## config.mk

```make
export PLATFORM = sky130hd
export DESIGN_NAME = fft_source_collector
export DESIGN_NICKNAME = d
export VERILOG_FILES = /design/src/rtl/fft_stream_pkg.sv /design/src/rtl/mag_sq_pipe.sv /design/src/rtl/fft_source_collector.sv
export SDC_FILE = /design/constraint.sdc
export NUM_CORES = 1
export LEC_CHECK = 0
export ABC_CLOCK_PERIOD_IN_PS = 4700
export BUFFER_PORTS_ARGS = -buffer_cell sky130_fd_sc_hd__clkbuf_2
export CAP_MARGIN = 40
export CORE_ASPECT_RATIO = 0.7
export CORE_UTILIZATION = 40
export DETAILED_ROUTE_END_ITERATION = 6
export HOLD_SLACK_MARGIN = 0.08
export PLACE_DENSITY = 0.66
export RECOVER_POWER = 50
export SYNTH_ARGS = -nofsm -noshare
export SYNTH_HDL_FRONTEND = slang
export SYNTH_SLANG_ARGS = --single-unit
export TNS_END_PERCENT = 50
```

## constraint.sdc

```tcl
create_clock -name clk -period 4.7 [get_ports clk]
set_input_delay 0.94 -clock clk [delete_from_list [all_inputs] [get_ports clk]]
set_output_delay 0.94 -clock clk [all_outputs]
set_load 0.02 [all_outputs]
```

## src/rtl/fft_stream_pkg.sv

```systemverilog
// Shared definitions for the FFT source-side stream logic: error codes,
// framing FSM states and default geometry.
package fft_stream_pkg;

  localparam int DEF_FFT_PTS = 1024;
  localparam int DEF_DW      = 12;

  localparam logic [2:0] ERR_NONE      = 3'd0;
  localparam logic [2:0] ERR_NO_SOP    = 3'd1;
  localparam logic [2:0] ERR_EARLY_SOP = 3'd2;
  localparam logic [2:0] ERR_EARLY_EOP = 3'd3;
  localparam logic [2:0] ERR_NO_EOP    = 3'd4;
  localparam logic [2:0] ERR_CORE      = 3'd5;

  typedef enum logic [1:0] {
    ST_IDLE,
    ST_FRAME,
    ST_DROP
  } state_e;

endpackage

```

## src/rtl/mag_sq_pipe.sv

```systemverilog
// Two-stage squared-magnitude pipeline: stage 1 registers re^2 and im^2,
// stage 2 registers their sum. A sideband word rides along; en=0 freezes both.
module mag_sq_pipe #(
  parameter int DW = 12,
  parameter int SW = 13
) (
  input  logic          clk,
  input  logic          rst_n,
  input  logic          en,
  input  logic          in_valid,
  input  logic [DW-1:0] in_re,
  input  logic [DW-1:0] in_im,
  input  logic [SW-1:0] in_side,
  output logic          out_valid,
  output logic [2*DW:0] out_data,
  output logic [SW-1:0] out_side
);

  logic signed [2*DW-1:0] re_ext, im_ext, re_sq, im_sq;
  logic                   v1_q, v1_d, v2_q, v2_d;
  logic [2*DW-1:0]        re_sq_q, re_sq_d, im_sq_q, im_sq_d;
  logic [SW-1:0]          side1_q, side1_d, side2_q, side2_d;
  logic [2*DW:0]          sum_q, sum_d;

  // Squares of a DW-bit signed value stay below 2^(2*DW-1), so the
  // truncated 2*DW-bit product is exact and non-negative.
  assign re_ext = {{DW{in_re[DW-1]}}, in_re};
  assign im_ext = {{DW{in_im[DW-1]}}, in_im};
  assign re_sq  = re_ext * re_ext;
  assign im_sq  = im_ext * im_ext;

  always_comb begin
    v1_d    = v1_q;
    re_sq_d = re_sq_q;
    im_sq_d = im_sq_q;
    side1_d = side1_q;
    v2_d    = v2_q;
    sum_d   = sum_q;
    side2_d = side2_q;
    if (en) begin
      v1_d    = in_valid;
      re_sq_d = re_sq;
      im_sq_d = im_sq;
      side1_d = in_side;
      v2_d    = v1_q;
      sum_d   = {1'b0, re_sq_q} + {1'b0, im_sq_q};
      side2_d = side1_q;
    end
  end

  always_ff @(posedge clk or negedge rst_n) begin
    if (!rst_n) begin
      v1_q    <= 1'b0;
      re_sq_q <= '0;
      im_sq_q <= '0;
      side1_q <= '0;
      v2_q    <= 1'b0;
      sum_q   <= '0;
      side2_q <= '0;
    end else begin
      v1_q    <= v1_d;
      re_sq_q <= re_sq_d;
      im_sq_q <= im_sq_d;
      side1_q <= side1_d;
      v2_q    <= v2_d;
      sum_q   <= sum_d;
      side2_q <= side2_d;
    end
  end

  assign out_valid = v2_q;
  assign out_data  = sum_q;
  assign out_side  = side2_q;

endmodule

```

## src/rtl/fft_source_collector.sv

```systemverilog
// Collects the FFT core's source stream, enforces sop/eop framing and emits
// per-bin squared magnitudes with index, frame-done and framing-error reports.
module fft_source_collector
  import fft_stream_pkg::*;
#(
  parameter int FFT_PTS = DEF_FFT_PTS,
  parameter int DW      = DEF_DW,
  parameter int BW      = $clog2(FFT_PTS)
) (
  input  logic          clk,
  input  logic          rst_n,
  input  logic          source_valid,
  output logic          source_ready,
  input  logic          source_sop,
  input  logic          source_eop,
  input  logic [1:0]    source_error,
  input  logic [DW-1:0] source_real,
  input  logic [DW-1:0] source_imag,
  output logic          mag_valid,
  input  logic          mag_ready,
  output logic [2*DW:0] mag_data,
  output logic [BW-1:0] mag_bin,
  output logic          mag_sop,
  output logic          mag_eop,
  output logic          frame_done,
  output logic          frame_err,
  output logic [2:0]    err_code,
  output logic [15:0]   frame_count
);

  localparam logic [BW-1:0] LAST_BIN = BW'(FFT_PTS - 1);
  localparam int            SW       = BW + 3;

  state_e        state_q, state_d;
  logic [1:0]    rst_sync_q, rst_sync_d;
  logic          rst_core_n;
  logic [BW-1:0] bin_q, bin_d, out_bin;
  logic          bad_q, bad_d;
  logic          frame_err_q, frame_err_d;
  logic [2:0]    err_code_q, err_code_d;
  logic [15:0]   frame_count_q, frame_count_d;
  logic          stall, xfer, core_err, accept, out_eop, out_done, err_hit;
  logic [2:0]    err_val;
  logic [SW-1:0] side_in, side_out;

  // Reset asserts immediately but releases two clocks after rst_n rises.
  assign rst_sync_d = {rst_sync_q[0], 1'b1};
  always_ff @(posedge clk or negedge rst_n) begin
    if (!rst_n) rst_sync_q <= 2'b00;
    else        rst_sync_q <= rst_sync_d;
  end
  assign rst_core_n = rst_sync_q[1];

  assign stall        = mag_valid && !mag_ready;
  assign source_ready = !stall;
  assign xfer         = source_valid && source_ready;
  assign core_err     = (source_error != 2'b00);

  always_comb begin
    state_d  = state_q;
    bin_d    = bin_q;
    bad_d    = bad_q;
    accept   = 1'b0;
    out_bin  = bin_q;
    out_eop  = 1'b0;
    out_done = 1'b0;
    err_hit  = 1'b0;
    err_val  = ERR_NONE;
    if (xfer) begin
      case (state_q)
        ST_FRAME: begin
          if (source_sop) begin
            err_hit = 1'b1;
            err_val = ERR_EARLY_SOP;
            accept  = 1'b1;
            out_bin = '0;
            bin_d   = BW'(1);
            bad_d   = core_err;
          end else if (source_eop && bin_q != LAST_BIN) begin
            err_hit = 1'b1;
            err_val = ERR_EARLY_EOP;
            state_d = ST_IDLE;
          end else if (!source_eop && bin_q == LAST_BIN) begin
            err_hit = 1'b1;
            err_val = ERR_NO_EOP;
            state_d = ST_DROP;
          end else begin
            accept  = 1'b1;
            err_hit = core_err;
            err_val = core_err ? ERR_CORE : ERR_NONE;
            if (bin_q == LAST_BIN) begin
              out_eop  = 1'b1;
              out_done = !bad_q && !core_err;
              state_d  = ST_IDLE;
              bin_d    = '0;
              bad_d    = 1'b0;
            end else begin
              bin_d = bin_q + 1'b1;
              bad_d = bad_q || core_err;
            end
          end
        end
        default: begin
          if (source_sop) begin
            accept  = 1'b1;
            out_bin = '0;
            bin_d   = BW'(1);
            bad_d   = core_err;
            state_d = ST_FRAME;
            err_hit = core_err;
            err_val = core_err ? ERR_CORE : ERR_NONE;
          end else if (state_q == ST_IDLE) begin
            // Only the first stray beat of a run is reported; DROP stays silent.
            err_hit = 1'b1;
            err_val = ERR_NO_SOP;
            state_d = ST_DROP;
          end
        end
      endcase
    end
    frame_err_d   = err_hit;
    err_code_d    = err_hit ? err_val : err_code_q;
    frame_count_d = frame_count_q + {15'd0, frame_done};
  end

  always_ff @(posedge clk or negedge rst_core_n) begin
    if (!rst_core_n) begin
      state_q       <= ST_IDLE;
      bin_q         <= '0;
      bad_q         <= 1'b0;
      frame_err_q   <= 1'b0;
      err_code_q    <= ERR_NONE;
      frame_count_q <= '0;
    end else begin
      state_q       <= state_d;
      bin_q         <= bin_d;
      bad_q         <= bad_d;
      frame_err_q   <= frame_err_d;
      err_code_q    <= err_code_d;
      frame_count_q <= frame_count_d;
    end
  end

  assign side_in = {out_done, out_eop, (out_bin == '0), out_bin};

  mag_sq_pipe #(
    .DW (DW),
    .SW (SW)
  ) u_pipe (
    .clk       (clk),
    .rst_n     (rst_core_n),
    .en        (!stall),
    .in_valid  (xfer && accept),
    .in_re     (source_real),
    .in_im     (source_imag),
    .in_side   (side_in),
    .out_valid (mag_valid),
    .out_data  (mag_data),
    .out_side  (side_out)
  );

  assign mag_bin     = side_out[BW-1:0];
  assign mag_sop     = side_out[BW];
  assign mag_eop     = side_out[BW+1];
  assign frame_done  = mag_valid && mag_ready && side_out[BW+2];
  assign frame_err   = frame_err_q;
  assign err_code    = err_code_q;
  assign frame_count = frame_count_q;

endmodule
```

## Word-level counts from Yosys, hierarchy flattened

Index checks and enable logic that the tools add are counted.
W data, S select, Z words.

- Register bits: 136
- Input bits: 32
- Output and inout bits: 60
- Word-level logic and storage cells: 101

- $add $sub $neg: 3
- $mul: 2
- Equality and inequality tests: 7
- Multiplexer cells: 54
- Reductions and logical operators: 21

Operator list:

| operator | number |
|---|---|
| $mux W10 | 8 |
| $mul A12 B12 Y24 | 2 |
| $mux W1 | 32 |
| $add A24 B24 Y25 | 1 |
| $mux W3 | 7 |
| $add A16 B1 Y16 | 1 |
| $mux W2 | 7 |
| $add A10 B1 Y10 const B | 1 |
| $eq A10 B10 Y1 const B | 1 |
| $logic_not A10 Y1 | 1 |
| $ne A10 B10 Y1 const B | 1 |
| $logic_and A1 B1 Y1 | 8 |
| $reduce_and A4 Y1 | 2 |
| $ne A2 B2 Y1 const B | 3 |
| $logic_not A1 Y1 | 5 |
| $ne A4 B4 Y1 const B | 1 |
| $reduce_bool A2 Y1 | 2 |
| $reduce_bool A3 Y1 | 1 |
| $eq A2 B1 Y1 const B | 1 |
| $logic_not A2 Y1 | 1 |
| $logic_or A1 B1 Y1 | 1 |

## Depth between registers and ports, before layout

- Word-level depth: 9
- Depth in mapped cells: 21

## Hierarchy

Synthesis repeated with hierarchy kept, for this count alone.

- Cells, all modules: 1659
- Area, all modules: 16293.1 um2

Modules (own cells, without submodules):

| module | instances | cells an instance | area an instance (um2) | sequential area each (um2) |
|---|---|---|---|---|
| mag_sq_pipe | 1 | 1468 | 14405.1 | 2477.4 |
| fft_source_collector | 1 | 191 | 1888.1 | 875.8 |

## Worst setup path after synthesis

OpenSTA, ideal clock, no wires.

- Path type: input to register
- Start: in source_imag[11]
- End: reg u_pipe.im_sq_q[20]
- Library setup time: 128 ps
- Arrival time: 5579 ps
- Data required time: 4572 ps
- Slack: -1008 ps
- Stages: 19
- Path buffers: 1
- Cell sequence: clkbuf_1 -> nand2_1 -> inv_1 -> fa_1 -> inv_1 -> fa_1 -> fa_1 -> inv_1 -> fa_1 -> inv_1 -> fa_1 -> inv_1 -> ha_1 -> nand3_1 -> or3_1 -> o31ai_1 -> o21bai_1 -> and4_1 -> nor3_1

- Word-level cells in the longest chain between the ends: 1

Ends and longest elaborated chain:

| item | line | RTL |
|---|---|---|
| start, declared | fft_source_collector.sv:18 | `input logic [DW-1:0] source_imag,` |
| $mul A12 B12 Y24 | mag_sq_pipe.sv:30 | `assign im_sq = im_ext * im_ext;` |
| end signal, assigned | mag_sq_pipe.sv:63 | `im_sq_q <= im_sq_d;` |
| end, declared | mag_sq_pipe.sv:21 | `logic [2*DW-1:0] re_sq_q, re_sq_d, im_sq_q, im_sq_d;` |

Every way passes these cells.
A chain may end at the register's enable or synchronous reset.

## Worst setup path after layout

Ends and elaborated chain as after synthesis.

==> impl_summary.md <==
Layout
In the layout the commonest cells are sky130_fd_sc_hd__inv_1, sky130_fd_sc_hd__fa_1, sky130_fd_sc_hd__buf_4. 0 antenna diodes ended up in the layout. The multi-input combinational cells in the finished layout cover a total of 12,200 um2.

The final net count is 2,458. The register cell area after layout is 3350 um2. Of the cells placed in the final design, the portion with a size suffix greater than 1 is 0.287. The leading cell type in the layout, fill and taps excluded is sky130_fd_sc_hd__inv_1. The area overhead of the layout relative to synthesis is 29.0%.

The layout has 3,572 filler cells.

Timing
Setup repair after global routing could not meet its margin everywhere. The final count of hold timing violations came to 0. The setup slack of the critical path after layout is -0.481 ns. The headroom to the max-slew limit is -0.583.

The period utilization is 1.10. Subtracting the final worst setup slack from the clock period gives 5.18 ns. The setup skew after layout is 0.0109 ns. The number of max-slew violations in the final report is 62.

The highest clock frequency the design can meet is 0.193 GHz. The tightest hold path in the finished design has a slack of 0.279 ns. The setup total negative slack is -7.68 ns. The final setup violation count is 24.

The transition time at the pin with the least slew margin is 2.37 ns.

Synthesis
The share of the Yosys chip area taken by registers is 0.207. The number of standard cells after synthesis is 1,751. In this run, synthesis produced a sequential element count of 134.

The synthesized design contains 0 enable-type register cells. The yosys synthesis warning count is 0. The fraction of synthesis flops using an asynchronous set or reset pin is 1.00. The predominant post-synthesis flop cell is sky130_fd_sc_hd__dfrtp_1.

The netlist uses 67 different library cells. The combined area of all synthesized cells is 16,200 um2. The mean post-synth cell area is 9.26 um2. The net count of the mapped netlist is 2,167.

Route
The final routed wire length divided by cell count is 14.3 um. For this run, the detailed router's first-pass iteration total came to 5. The post-route antenna net violation count is 0.

After detailed routing, the number of remaining DRC violations is 0. Dividing the detail-routed via count by the number of cells gives 4.87. The total detailed-routing wirelength is 37,100 um. The via count is 12,600. After the first detailed-routing iteration, the DRC count stood at 590.

Clock tree
In this run, CTS created clock tree buffers numbering 17. After clock tree synthesis, the clock-pin slew on the worst setup and hold paths is 0.06 ns. TritonCTS built the clock tree. The count of H-tree levels built during CTS is 4. The number of hold buffers added after CTS was 0. The number of sinks driven by the clock tree is 134. The maximum number of buffers from clock root to sink is 2. The tree is rooted in a sky130_fd_sc_hd__clkbuf_16. The later pin in the worst-skew pair is clocked with a latency of 0.43 ns.

Global routing
The initial antenna violation count was 0. The global route total overflow is 0. The total global routing track utilization is 0.188. The maximum number of pins on one net before global-route repair is 62. The number of global-route vias before repair is 13,300.

The first global-routing pass estimated 63,500 um of wire.

Floorplanning
The overall die width is 243 um. 92 I/O pins were placed. The die height is 170 um. The core region is 39,800 um2. For this configuration, the core starts out at a cell density of 0.407. The number of rows created at floorplan is 61. The die covers 41,300 um2.

Placed design
Buffers placed on the I/O ports in this run total 91. The HPWL after detailed placement is 29,900 um. The routability-driven placement congestion ratio is 0.883.

Setup path
The sum of buffers and inverters on the critical path is 6. The critical path startpoint category is an input port. The worst setup path is captured at a register.

The slowest stage of the critical path belongs to the cell sky130_fd_sc_hd__fa_2. Walking the worst path, the cells encountered are clkbuf_16 -> buf_12 -> buf_6 -> nand2_4 -> inv_2 -> fa_2 -> inv_2 -> fa_2 -> fa_1 -> fa_1 -> fa_1 -> inv_2 -> ha_4 -> nand3_4 -> or3_4 -> o31ai_4 -> o21bai_4 -> and4_1 -> nor3_1. For the worst setup path, the data arrival time is 5.48 ns.

STA puts the critical path data required time at 5.00 ns. The dominant delay contributor by cell family on the critical path is adder cells. The largest single stage delay on the critical path is 0.63 ns. Along the worst path, the maximum fanout reaches 5.

The worst setup path is of the in2reg kind.

Run status
The flow ran to the end, but the final reports show violations. The checks that failed: max-capacitance violations, max-slew violations, negative setup slack.

Job
Across the run, the number of max-cap violations was 1.

Worst hold path
The path class of the lowest-slack min-delay path is in2async.
## stage by stage
stage,cells,area (um2),utilization,worst slack (ns)
3_5_place_dp,2531,19200,0.481,-1.05
6_report,2590,20900,0.525,-0.481
3_3_place_gp,2531,19200,0.481,-0.930
4_1_cts,2583,20600,0.517,-0.470
5_1_grt,2590,20900,0.525,-0.601
2_1_floorplan,1751,16800,-,-0.637
## final timing paths
kind	startpoint	end	slack (ns)	cells past startpoint
worst max-delay path	source_imag[11]	u_pipe.im_sq_q[20]	-0.48	19
worst min-delay path	rst_n	rst_sync_q[0]	0.28	1
worst max register to register	rst_sync_q[1]	u_pipe.im_sq_q[9]	1.71	1
worst min register to register	rst_sync_q[0]	rst_sync_q[1]	0.35	0
max in group asynchronous	rst_sync_q[1]	u_pipe.im_sq_q[9]	1.71	1
min in group clk	rst_sync_q[0]	rst_sync_q[1]	0.35	0
## registers in the layout (all words and copies together) (netlist names)
register / cells
err_code: 3
frame_err: 1
frame_count: 16
bin_q: 10
state_q: 2
u_pipe.im_sq_q: 23
bad_q: 1
rst_sync_q: 2
u_pipe.out_data: 25
u_pipe.out_valid: 1
u_pipe.out_side: 13
u_pipe.side1_q: 13
u_pipe.re_sq_q: 23
u_pipe.v1_q: 1
## cell families (layout without fill, tap and decap cells)
group	after synthesis	in the layout	synth area share
XOR/XNOR	72	72	0.0389
AND/OR/NAND/NOR	486	486	0.141
flip-flops	134	134	0.207
buffers and inverters	435	739	0.103
AO/OA/AOI/OAI	234	234	0.0942
multiplexers	5	5	0.00324
other	1	1	0.000231
adder cells (fa/ha/maj)	384	384	0.412
## cell usage after synthesis, drive strengths merged (4+ instances only)
cell type / number / area share
and3: 11 / 0.0049
o21a: 5 / 0.0024
xor2: 23 / 0.012
and2: 69 / 0.027
a21o: 17 / 0.0079
nor3: 17 / 0.0052
a21oi: 80 / 0.025
inv: 370 / 0.086
o311ai: 4 / 0.0022
nor3b: 10 / 0.0046
a31oi: 5 / 0.0029
clkbuf: 39 / 0.0090
o21bai: 5 / 0.0023
xnor2: 49 / 0.026
buf: 24 / 0.0080
ha: 134 / 0.10
nor2: 89 / 0.021
nor2b: 9 / 0.0035
nand2: 213 / 0.049
o211ai: 8 / 0.0040
or2: 6 / 0.0023
a22o: 11 / 0.0059
nand3: 21 / 0.0065
nor4: 7 / 0.0027
or3: 5 / 0.0019
o21ai: 55 / 0.017
fa: 250 / 0.31
dfrtp: 134 / 0.21
a21boi: 5 / 0.0023
nand4: 8 / 0.0035
o31ai: 11 / 0.0051
a211oi: 9 / 0.0045
nand2b: 10 / 0.0039
## metal layers
metal | GRT usage | wire, um | vias to the layer above
met3 | 0.0311 | 1550 | 29
met1 | 0.264 | 17400 | 6327
li1 | - | - | 6027
met5 | 0 | 0 | -
met4 | 0.0331 | 378 | 0
met2 | 0.309 | 17700 | 218
## layout make-up
cell class,instances,share of cell area
clock buffer,17,0.0203
clock inverter,15,0.00748
tap,535,0.0320
timing repair buffer,335,0.131
inverter,372,0.0675
sequential,134,0.160
multi-input combinational,1182,0.581
## timing repair
action | CTS | global route
pin swaps | 85 | 66
gates cloned | 2 | 1
setup endpoints to repair | 28 | 28
resized for setup | 157 | 79
buffers inserted | 18 | 7
Power is left out: the tool's default activity adds up to more than one toggle a clock period on the data nets, which glitch-free logic cannot reach.
